==> src/rtl/caja_musica_pkg.sv <==
// Shared music-box constants: note indices, tone frequencies and the
// reference-period helper used by both the tone generator and the detector.
package caja_musica_pkg;

  localparam int NUM_NOTAS = 7;

  localparam int NOTA_DO  = 6;
  localparam int NOTA_RE  = 5;
  localparam int NOTA_MI  = 4;
  localparam int NOTA_FA  = 3;
  localparam int NOTA_SOL = 2;
  localparam int NOTA_LA  = 1;
  localparam int NOTA_SI  = 0;

  // Index 0 is do, 6 is si (ascending pitch).
  localparam int F_NOTA [NUM_NOTAS] = '{262, 294, 330, 349, 392, 440, 494};

  typedef logic [NUM_NOTAS-1:0] teclas_t;
  typedef logic [2:0]           nota_idx_t;

  typedef enum logic [1:0] {IDLE, ARMED, LOCKED} estado_t;

  function automatic int ref_periodo(input int clk_hz, input int k);
    return clk_hz / F_NOTA[3'(k)];
  endfunction

  // Note index 0 (do) lands on bit NOTA_DO, index 6 (si) on bit NOTA_SI.
  function automatic teclas_t nota_onehot(input nota_idx_t k);
    return teclas_t'(1) << (3'(NOTA_DO) - k);
  endfunction

endpackage

==> src/rtl/detector_nota_if.sv <==
// Tone-in / note-out bundle of the detector; master is the detector side.
interface detector_nota_if
  import caja_musica_pkg::*;
#(
  parameter int CNT_W = 18
);
  logic             tono_in;
  teclas_t          teclas;
  logic             nota_valida;
  logic [CNT_W-1:0] periodo;

  modport master (input tono_in, output teclas, nota_valida, periodo);
  modport slave  (output tono_in, input teclas, nota_valida, periodo);
endinterface

==> src/rtl/detector_nota_flanco.sv <==
// 2-FF synchroniser for an asynchronous input plus a registered one-cycle
// pulse on each synchronised 0->1 transition.
module detector_flanco (
  input  logic clk,
  input  logic rst_n,
  input  logic d,
  output logic flanco
);
  logic [1:0] sync;
  logic       prev;

  always_ff @(posedge clk or negedge rst_n) begin
    if (!rst_n) begin
      sync   <= '0;
      prev   <= 1'b0;
      flanco <= 1'b0;
    end else begin
      sync   <= {sync[0], d};
      prev   <= sync[1];
      flanco <= sync[1] & ~prev;
    end
  end
endmodule

==> src/rtl/detector_nota.sv <==
// Tone period detector: measures the rising-edge period of tono_in and
// re-emits the matching note as a one-hot key once it has been stable.
module detector_nota
  import caja_musica_pkg::*;
#(
  parameter int CLK_HZ    = 25_000_000,
  parameter int TOL_SHIFT = 6,
  parameter int STABLE_N  = 2,
  parameter int CNT_W     = 18
) (
  input logic             clk,
  input logic             rst_n,
  detector_nota_if.master bus
);

  localparam int TIMEOUT = 2 * ref_periodo(CLK_HZ, 0);
  localparam int MW      = $clog2(STABLE_N + 1);

  typedef logic [CNT_W-1:0] cnt_t;
  typedef logic [MW-1:0]    match_t;

  localparam cnt_t TIMEOUT_C = cnt_t'(TIMEOUT);

  function automatic cnt_t win_lo(input int k);
    int r;
    r = ref_periodo(CLK_HZ, k);
    return cnt_t'(r - (r >> TOL_SHIFT));
  endfunction

  function automatic cnt_t win_hi(input int k);
    int r;
    r = ref_periodo(CLK_HZ, k);
    return cnt_t'(r + (r >> TOL_SHIFT));
  endfunction

  logic      flanco;
  estado_t   estado_q, estado_d;
  nota_idx_t cand_q, cand_d;
  match_t    match_q, match_d;
  cnt_t      cnt_q, cnt_d;
  teclas_t   teclas_q, teclas_d;
  logic      valida_q, valida_d;
  cnt_t      periodo_q, periodo_d;

  logic      hit;
  nota_idx_t k_hit;
  logic      timeout;
  logic      lock;

  detector_flanco u_flanco (
    .clk    (clk),
    .rst_n  (rst_n),
    .d      (bus.tono_in),
    .flanco (flanco)
  );

  // Walk from si down to do so the lowest matching index wins.
  always_comb begin
    hit   = 1'b0;
    k_hit = '0;
    for (int k = NUM_NOTAS - 1; k >= 0; k--) begin
      if (cnt_q >= win_lo(k) && cnt_q <= win_hi(k)) begin
        hit   = 1'b1;
        k_hit = nota_idx_t'(k);
      end
    end
  end

  always_comb begin
    estado_d  = estado_q;
    cand_d    = cand_q;
    match_d   = match_q;
    teclas_d  = teclas_q;
    valida_d  = valida_q;
    periodo_d = periodo_q;
    lock      = 1'b0;
    timeout   = (cnt_q == TIMEOUT_C);
    cnt_d     = timeout ? cnt_q : cnt_q + cnt_t'(1);

    if (timeout) begin
      estado_d = IDLE;
      match_d  = '0;
      teclas_d = '0;
      valida_d = 1'b0;
    end

    // An edge coinciding with the timeout only re-arms: the count is stale.
    if (flanco) begin
      cnt_d = cnt_t'(1);
      if (timeout || estado_q == IDLE) begin
        estado_d = ARMED;
      end else begin
        periodo_d = cnt_q;
        if (!hit) begin
          teclas_d = '0;
          valida_d = 1'b0;
          match_d  = '0;
          estado_d = ARMED;
        end else if (match_q != '0 && k_hit == cand_q) begin
          if (match_q != match_t'(STABLE_N))
            match_d = match_q + match_t'(1);
          lock = (match_q >= match_t'(STABLE_N - 1));
        end else begin
          // New candidate: outputs keep the old note until it is confirmed.
          cand_d  = k_hit;
          match_d = match_t'(1);
          lock    = (STABLE_N == 1);
        end
        if (lock) begin
          teclas_d = nota_onehot(k_hit);
          valida_d = 1'b1;
          estado_d = LOCKED;
        end
      end
    end
  end

  always_ff @(posedge clk or negedge rst_n) begin
    if (!rst_n) begin
      estado_q  <= IDLE;
      cand_q    <= '0;
      match_q   <= '0;
      cnt_q     <= '0;
      teclas_q  <= '0;
      valida_q  <= 1'b0;
      periodo_q <= '0;
    end else begin
      estado_q  <= estado_d;
      cand_q    <= cand_d;
      match_q   <= match_d;
      cnt_q     <= cnt_d;
      teclas_q  <= teclas_d;
      valida_q  <= valida_d;
      periodo_q <= periodo_d;
    end
  end

  assign bus.teclas      = teclas_q;
  assign bus.nota_valida = valida_q;
  assign bus.periodo     = periodo_q;

endmodule
==> src/flat_wrapper.sv <==
// flat-port wrapper written by rule: the top's interface ports become plain ports
module detector_nota_flat import caja_musica_pkg::*;
#(
  parameter int CLK_HZ    = 25_000_000,
  parameter int TOL_SHIFT = 6,
  parameter int STABLE_N  = 2,
  parameter int CNT_W     = 18
)
  (clk, rst_n, bus_tono_in, bus_teclas, bus_nota_valida, bus_periodo);
  detector_nota_if #(.CNT_W(CNT_W)) bus_i ();
  input logic clk;
  input logic rst_n;
  input wire logic [$bits(bus_i.tono_in)-1:0] bus_tono_in;
  output wire logic [$bits(bus_i.teclas)-1:0] bus_teclas;
  output wire logic [$bits(bus_i.nota_valida)-1:0] bus_nota_valida;
  output wire logic [$bits(bus_i.periodo)-1:0] bus_periodo;
  assign bus_i.tono_in = bus_tono_in;
  assign bus_teclas = bus_i.teclas;
  assign bus_nota_valida = bus_i.nota_valida;
  assign bus_periodo = bus_i.periodo;
  detector_nota #(.CLK_HZ(CLK_HZ), .TOL_SHIFT(TOL_SHIFT), .STABLE_N(STABLE_N), .CNT_W(CNT_W)) u_core (.clk(clk), .rst_n(rst_n), .bus(bus_i));
endmodule
==> config.mk <==
export PLATFORM = sky130hd
export DESIGN_NAME = detector_nota_flat
export DESIGN_NICKNAME = d
export VERILOG_FILES = /design/src/rtl/caja_musica_pkg.sv /design/src/rtl/detector_nota_if.sv /design/src/rtl/detector_nota_flanco.sv /design/src/rtl/detector_nota.sv /design/src/flat_wrapper.sv
export SDC_FILE = /design/constraint.sdc
export NUM_CORES = 1
export LEC_CHECK = 0
export CORE_ASPECT_RATIO = 1.1
export CORE_MARGIN = 4
export CORE_UTILIZATION = 55
export DETAILED_ROUTE_END_ITERATION = 8
export GPL_TIMING_DRIVEN = 1
export PLACE_DENSITY = 0.88
export SETUP_SLACK_MARGIN = 0.3
export SLEW_MARGIN = 10
export SYNTH_ARGS = -nofsm -noshare
export SYNTH_HDL_FRONTEND = slang
export SYNTH_SLANG_ARGS = --single-unit
==> constraint.sdc <==
create_clock -name clk -period 6.7 [get_ports clk]
set_input_delay 0.67 -clock clk [delete_from_list [all_inputs] [get_ports clk]]
set_output_delay 0.67 -clock clk [all_outputs]
set_load 0.05 [all_outputs]
==> results.cfg, run 1 <==
[sta]
period_share_pct = 43.3
skew_ns = 0.0101
finalCriticalPeriod_ns = 2.90
report.final.slew_viol_count = 0
tightest_slew_ns = 0.792
finalSetupTns_ns = 0
maxSlewHeadroom_pct = 47.2
rsz0062_at_grt = no
setup_violations = 0
hold_ws_ns = 0.362
hold_viol_final = 0
fmax_mhz = 345

[setup_path]
rr_worst_depth = 10
rr_startpoint = u_core.cnt_q[0]
path_delay_family = simple AND/OR/NAND/NOR gates
cp-start-kind = flop
crit_path_end_kind = flop
rrSetupSlack_ns = 3.80
crit_buf_inv = 2
path_common_cell = nor2_1
max_stage_delay_ns = 0.53
r2r_end = u_core.bus.teclas[6]
critPathRequiredTime_ns = 6.93
critPathSlowestCell = nand3_1
critPathMaxFanout = 31
crit_chain = inv_1 -> ha_1 -> nand4b_1 -> nor2_1 -> nand3_1 -> o211ai_1 -> buf_4 -> nor2_1 -> o21ai_4 -> mux2i_1
crit_type = reg -> reg
crit_arrival_ns = 3.13

[logic_synthesis]
synth_edf_count = 0
ys_async_sr_fraction_pct = 100
synth_area_sq_um = 2870
synth.distinct_cells = 50
syn-num-nets = 294
avgSynthCellArea_sq_um = 10.0
synth_top_cell_by_area = dfrtp_1
synth_seq_area_share_pct = 47.1
yosys-top-cells-count = dfrtp_1, nand2_1, nor2_1
ys_ff_latch = 54
yosys_warnings = 0
ys_top_cells_by_area = dfrtp_1, mux2_2, nand2_1, nor2_1, nand3_1
post-synth-top-count-cell = dfrtp_1
ys.flop_type = dfrtp_1
yosysTopAreaCellShare_pct = 47.1
synth_cells = 287

[layout]
nets = 311
antennaDiodeCount = 0
fin_util_pct = 63.6
area_growth_pct = 11.4
fin_cells = 361
drive_above_1_share_pct = 10.6

[clock_network]
clock_tree.root_cell = clkbuf_8
cts.clk_slew.worst_paths_ns = 0.09
cts_hold_buf = 0
clock_latency_ns = 0.30
htree_levels = 2
cts_max_path_buffers = 2
cts_sinks = 54
tritoncts = built
post_cts_resized = 0
postCtsSetupRepairBufs = 0
numCtsBuffers = 5

[route]
final_antenna_net_count = 0
drt_iter0_markers = 251
drt-vias-per-instance = 6.04
dr.pass1.iters = 5
wire_per_inst_microns = 16.4
drt-total-wl_mm = 5.91
drc = 0
vias = 2181

[power]
intPower_uw = 535
leakage_uw = 0.00144
p_clk_share_pct = 21.2
ir_drop_mv = 0.190
power-per-cell-area_nw_per_um2 = 259
power_frac_comb_pct = 27.2
sw_frac_of_total_pct = 35.5
power_frac_seq_pct = 51.5
p_sw_uw = 294

[placement]
place_hpwl_mm = 3.96
gp_congestion = 0.886
dp.cells = 355
portBuffers = 28

[min_path]
hold_path_depth = 0
worstHoldEndpoint = u_core.u_flanco.sync[1]
min_path_type = reg -> reg
min_from = u_core.u_flanco.sync[0]

[floorplan]
fp.dieH_microns = 83.8
die_width_microns = 76.9
start_util_pct = 57.0
die_area_sq_um = 6440
core_area_sq_um = 5030
rows = 27
io_pins = 29

[grt]
grt_pass1_wl_mm = 10.3
antenna_found_initial = 0
grtUsageTotal_pct = 19.5
grt_overflow = 0
grt_max_degree = 55
grt_pass1_vias = 2125

[run]
cap_violations = 0

[outcome]
status = finished, final reports clean
stage by stage:
| step | setup slack (ns) | instance area (sq um) | power (uW) |
|---|---|---|---|
| 2_1_floorplan | 4.27 | 2870 | 591 |
| 3_3_place_gp | 3.96 | 3120 | 653 |
| 3_5_place_dp | 3.82 | 3120 | 660 |
| 5_1_grt | 3.47 | 3200 | 875 |
| 6_report | 3.80 | 3200 | 830 |
| 4_1_cts | 3.79 | 3200 | 836 |
state kept, by name, summed over array words and instances (netlist names):
| register | count |
|---|---|
| u_core.bus.teclas | 7 |
| u_core.u_flanco.flanco | 1 |
| u_core.estado_q | 2 |
| u_core.match_q | 2 |
| u_core.cand_q | 2 |
| u_core.u_flanco.prev | 1 |
| u_core.cnt_q | 18 |
| u_core.bus.nota_valida | 1 |
| u_core.u_flanco.sync | 2 |
| u_core.bus.periodo | 18 |
power by group through the flow:
stage / clock network, uW / registers (uW) / logic [uW]
floorplan: 0 / 465 / 126
global placement: 0 / 431 / 222
detailed placement: 0 / 433 / 228
CTS: 180 / 427 / 229
global route: 192 / 435 / 248
finish: 176 / 428 / 226
kinds of logic (layout without fill, tap and decap cells):
group | count (synthesis) | count (layout) | share of synthesized area, %
DFF | 54 | 54 | 47.1
xor gates and xnor gates | 15 | 15 | 4.58
muxes | 18 | 18 | 6.88
AOI/OAI and AO/OA | 50 | 50 | 12.2
and+or+nand+nor | 120 | 120 | 22.7
buffers and inverters | 26 | 42 | 4.88
adders and majority gates | 4 | 4 | 1.74
area by class of cell:
type / count / area, sq um
flip-flops and latches: 54 / 1350
well taps: 58 / 72.6
clock buffers: 6 / 82.6
fillers: 411 / 1830
inverters: 6 / 22.5
repair buffers: 30 / 290
multi-input cells: 207 / 1380
metal layers:
layer	vias to the layer above	part of all wire, %	routed length, microns	GRT usage, %
li1	1050	-	-	-
met1	1038	45	2640	27.2
met2	79	48	2830	31.7
met3	14	5.7	338	2.92
met4	0	1.7	102	5.60
met5	-	0	0	0
how the worst max path moves through the flow:
stage / slack (ns) / start / endpoint / cells after the start
floorplan: 4.27 / u_core.cnt_q[15] / u_core.bus.teclas[3] / 8
global placement: 3.96 / u_core.cnt_q[0] / u_core.bus.teclas[4] / 10
detailed placement: 3.82 / u_core.cnt_q[0] / u_core.bus.teclas[6] / 10
CTS: 3.79 / u_core.cnt_q[0] / u_core.bus.teclas[6] / 10
global route: 3.47 / u_core.cnt_q[0] / u_core.bus.teclas[6] / 10
finish: 3.80 / u_core.cnt_q[0] / u_core.bus.teclas[6] / 10
placed cells by master (no fill, tap or decap), types with 2 or more instances in the layout:
cell type        count
o211ai_1             6
dfrtp_1             54
ha_1                 4
clkdlybuf4s50_1     27
clkbuf_8             6
mux2_2              14
a211oi_1             2
nor4_1               4
inv_1                6
and3_1               6
mux2i_1              4
and4_1               2
nor2_1              27
o21ai_0             17
or3_1                3
nand4b_1             4
nor4b_1              2
nor3_1               4
o211a_1              2
and2_1               5
o2111ai_1            2
xor2_1               8
nand4_1              5
buf_4                2
o21a_1               2
nand2b_1             2
xnor2_1              7
nand2_1             29
nand3_1             17
a21oi_1              9
Power figures use the tool's default switching activity.
==> run 2: changes to the inputs <==
- CORE_UTILIZATION: 55 -> 51
- PLACE_DENSITY: 0.88 -> 0.87
- clock period: 6.7 -> 2.65 ns (I/O delays scaled with it)
==> run 2 against run 1 <==
Compared with the run above:
- register-to-register slack lost 3.7 ns
- final cell count grew 12%
- maximum frequency grew 15%
- global-route usage is essentially flat
- worst hold slack lost 0.31 ns
- core utilization grew 0.33 points
- critical path depth shrank 3
- worst setup slack lost 3.7 ns
- first-iteration DRC count grew 29%
- wire length grew 12%
- die area grew 7.1%
- sequential share of layout area shrank 3.1 points
- critical path type unchanged
==> results.cfg, run 2 (same netlist as run 1, synthesis figures left out) <==
[sta]
finalCriticalPeriod_ns = 2.53
finalSetupTns_ns = 0
setup_violations = 0
rsz0062_at_grt = yes
timing.final.ws_setup_ns = 0.122
maxSlewHeadroom_pct = 56.1
fmax_mhz = 396
hold_viol_final = 0
skew_ns = 0.00686
tightest_slew_ns = 0.659
report.final.slew_viol_count = 0
period_share_pct = 95.4

[grt]
grt_max_degree = 55
grt_overflow = 0
antenna_found_initial = 0
grt_busiest_layer = met2
grtUsageTotal_pct = 19.5
use_met3_pct = 2.49
grt_pass1_vias = 2167
met2_usage_pct = 30.0
use_met1_pct = 28.9
grt_pass1_wl_mm = 10.8

[setup_path]
crit_end = u_core.bus.teclas[4]
r2r_end = u_core.bus.teclas[4]
rr_worst_depth = 7
crit_chain = or2_1 -> or4b_4 -> o211a_1 -> o211a_1 -> o2111a_2 -> o21ai_4 -> mux2i_1
max_stage_delay_ns = 0.55
critPathSlowestCell = or4b_4
path_common_cell = o211a_1
critPathRequiredTime_ns = 2.88
rr_startpoint = u_core.cnt_q[11]
rrSetupSlack_ns = 0.12
crit_arrival_ns = 2.76
cp-start-kind = flop
critPathMaxFanout = 8
crit_type = reg -> reg
cp-startpoint = u_core.cnt_q[11]
crit_path_end_kind = flop

[power]
ir_drop_mv = 0.386
leakage_uw = 0.00158
power-per-cell-area_nw_per_um2 = 662

[layout]
area_growth_pct = 20.8
antennaDiodeCount = 0
final_common_cell = dfrtp_1
fin_cells = 405
nets = 337
layout_common_cells = dfrtp_1, nand2_1, nor2_1, clkdlybuf4s50_1, buf_4
nFillCells = 412
drive_above_1_share_pct = 20.0

[route]
wire_per_inst_microns = 16.4
drt_iter0_markers = 325
dr.pass1.iters = 6
drt-total-wl_mm = 6.63
drc = 0
vias = 2395
final_antenna_net_count = 0
drt-vias-per-instance = 5.91

[floorplan]
start_util_pct = 52.9
io_pins = 29
fp.dieH_microns = 86.7
core_area_sq_um = 5430
rows = 28
die_area_sq_um = 6900
die_width_microns = 79.5

[run]
cap_violations = 0

[placement]
gp_congestion = 0.965
dp.cells = 387
place_hpwl_mm = 4.26
pre_cts_ws_ns = 0.173
portBuffers = 28

[clock_network]
cts.clk_slew.worst_paths_ns = 0.09
clock_latency_ns = 0.31
clock_tree.root_cell = clkbuf_8
cts_max_path_buffers = 2
numCtsBuffers = 5
htree_levels = 2
tritoncts = built
cts_sinks = 54

[min_path]
min_path_type = in -> async

[outcome]
status = finished, final reports clean
## run 2: report_power, final
| group | switching, uW | leakage [uW] | internal (uW) |
|---|---|---|---|
| Clock | 259 | 0.0000573 | 302 |
| Sequential | 138 | 0.000704 | 931 |
| Combinational | 399 | 0.000817 | 269 |
## run 2: repair_timing
| item | in CTS | in global routing |
|---|---|---|
| buffers inserted | 2 | 8 |
| cloned | 0 | 1 |
| resized for setup | 5 | 4 |
| endpoints found under the hold margin | 0 | 0 |
| pin swaps | 8 | 8 |
| endpoints found under the setup margin | 13 | 26 |
| hold buffers | 0 | 0 |
## run 2: layer usage
layer / part of all wire (%) / vias up
met2: 47 / 149
met1: 43 / 1117
met3: 7.6 / 22
li1: - / 1107
met5: 0 / -
met4: 2.2 / 0
## run 2: worst min-delay path by stage
| stage | endpoint | slack [ns] | cells after the start |
|---|---|---|---|
| after floorplan | u_core.bus.nota_valida | -0.03 | 0 |
| after global placement | u_core.u_flanco.sync[1] | 0.35 | 0 |
| after detailed placement | u_core.u_flanco.sync[1] | 0.36 | 0 |
| after CTS | u_core.bus.periodo[13] | 0.1 | 2 |
| after global routing | u_core.bus.periodo[13] | 0.12 | 2 |
| final | u_core.cnt_q[8] | 0.06 | 2 |
## run 2: stage by stage
step | hold WS [ns] | area, sq um | total power, uW | utilization [%]
final | 0.0553 | 3470 | 2300 | 63.9
after floorplan | -0.0306 | 2870 | 1490 | -
after global routing | 0.118 | 3470 | 2410 | 63.9
after CTS | 0.0965 | 3390 | 2260 | 62.5
after detailed placement | 0.357 | 3250 | 1690 | 59.9
after global placement | 0.347 | 3250 | 1670 | 59.9
## run 2: final cells by class
type / count / area, sq um / area share [%]
Sequential cell: 54 / 1360 / 39.1
Clock inverter: 1 / 30.0 / 0.865
Tap cell: 75 / 93.8 / 2.70
Timing Repair Buffer: 56 / 487 / 14.0
Inverter: 6 / 22.5 / 0.649
Multi-Input combinational cell: 207 / 1400 / 40.3
Clock buffer: 6 / 82.6 / 2.38
## run 2: critical path, delay by kind of cell, from the launching register on
family           cells  cell delay, ns
flip-flops           1            0.38
multiplexers         1            0.22
AO/OA/AOI/OAI        4            1.06
AND/OR/NAND/NOR      2            0.80
==> run 3: changes to the inputs <==
- CORE_UTILIZATION: 51 -> 35
- PLACE_DENSITY: 0.87 -> 0.66
==> run 3 against run 2 <==
Compared with the run above:
- sequential power is essentially flat
- combinational power shrank 4.8%
- core utilization shrank 20 points
- worst hold slack gained 0.012 ns
==> results.cfg, run 3 (same netlist as run 1, synthesis figures left out) <==
[layout]
multi_input_area_sq_um = 1390
nFillCells = 779
drive_above_1_share_pct = 19.9
antennaDiodeCount = 0
final_area_sq_um = 3510
nets = 337
fin_cells = 439
layout_common_cells = dfrtp_1, nand2_1, nor2_1, clkdlybuf4s50_1, buf_4
area_growth_pct = 22.4
final_common_cell = dfrtp_1
ff_latch_area_sq_um = 1360

[route]
dr.pass1.iters = 4
wire_per_inst_microns = 15.8
final_antenna_net_count = 0
drc = 0
drt-total-wl_mm = 6.92
drt_iter0_markers = 144
vias = 2298
drt-vias-per-instance = 5.23

[power]
power-per-cell-area_nw_per_um2 = 649
leakage_uw = 0.00158
ir_drop_mv = 0.291

[setup_path]
critPathSlowestCell = or4b_4
cp-start-kind = flop
crit_chain = or2_1 -> or4b_4 -> o211a_1 -> o211a_1 -> o2111a_2 -> o21ai_4 -> mux2i_1
crit_type = reg -> reg
crit_path_end_kind = flop
path_common_cell = o211a_1
crit_arrival_ns = 2.78
max_stage_delay_ns = 0.54
critPathRequiredTime_ns = 2.88
critPathMaxFanout = 8

[sta]
setup_violations = 0
tightest_slew_ns = 0.675
report.final.slew_viol_count = 0
finalSetupTns_ns = 0
hold_viol_final = 0
fmax_mhz = 393
rsz0062_at_grt = yes
skew_ns = 0.00697
period_share_pct = 96.1
finalCriticalPeriod_ns = 2.55
maxSlewHeadroom_pct = 55.0

[floorplan]
start_util_pct = 36.1
die_width_microns = 94.4
io_pins = 29
die_area_sq_um = 9720
core_area_sq_um = 7960
fp.dieH_microns = 103
rows = 34

[clock_network]
htree_levels = 2
tritoncts = built
numCtsBuffers = 5
cts.clk_slew.worst_paths_ns = 0.10
clock_tree.root_cell = clkbuf_8
cts_sinks = 54
cts_max_path_buffers = 2
clock_latency_ns = 0.31

[grt]
grtUsageTotal_pct = 15.1
grt_max_degree = 55
grt_pass1_vias = 2333
antenna_found_initial = 0
grt_overflow = 0
grt_pass1_wl_mm = 11.7

[placement]
place_area_sq_um = 3290
portBuffers = 28
dp.cells = 420
place_hpwl_mm = 4.61
gp_congestion = 0.950

[run]
cap_violations = 0

[min_path]
min_path_type = in -> async

[outcome]
status = finished, final reports clean
## run 3: path summary, 6_finish.rpt
path	start	to	slack, ns	cells after the start
worst min register to register	u_core.u_flanco.sync[0]	u_core.u_flanco.sync[1]	0.36	0
max in group asynchronous	rst_n	u_core.cnt_q[14]	2.10	2
worst max register to register	u_core.cnt_q[11]	u_core.bus.teclas[5]	0.10	7
min in group clk	u_core.u_flanco.sync[0]	u_core.u_flanco.sync[1]	0.36	0
worst min-delay path	rst_n	u_core.bus.teclas[1]	0.07	2
worst max-delay path	u_core.cnt_q[11]	u_core.bus.teclas[5]	0.10	7
## run 3: layout make-up
cell class,count,area share [%]
Tap cell,108,3.85
Inverter,6,0.641
Sequential cell,54,38.6
Multi-Input combinational cell,207,39.7
Clock inverter,3,1.25
Timing Repair Buffer,56,14.0
Clock buffer,5,1.96
## run 3: repair_timing
item | CTS | global route
buffers inserted | 3 | 7
hold buffers | 0 | 0
pin swaps | 1 | 3
setup endpoints to repair | 23 | 26
gates resized for setup | 2 | 8
gates cloned | 0 | 1
## run 3: layer usage
metal	track usage, %	vias up	share of wire (%)
met5	0	-	0
met4	5.11	0	1.7
met3	2.41	11	4.1
met2	23.9	52	48
met1	21.1	1129	47
li1	-	1106	-
## run 3: power breakdown
group | switching [uW] | internal [uW]
clock | 277 | 284
combinational | 379 | 258
sequential | 151 | 931
## run 3: worst max-delay path, delay by kind of cell (launching register included)
| kind | cells | cell delay [ns] |
|---|---|---|
| compound gates | 4 | 1.07 |
| simple gates | 2 | 0.78 |
| flops | 1 | 0.39 |
| mux | 1 | 0.23 |
## run 3: through the flow
step | hold slack (ns) | util (%) | setup slack, ns | total power (uW)
detailed placement | 0.339 | 41.4 | 0.133 | 1680
global route | 0.121 | 44.2 | 0.0120 | 2420
floorplan | -0.0306 | - | 0.219 | 1490
global placement | 0.337 | 41.4 | 0.220 | 1670
finish | 0.0676 | 44.2 | 0.103 | 2280
CTS | 0.0863 | 43.1 | 0.125 | 2260
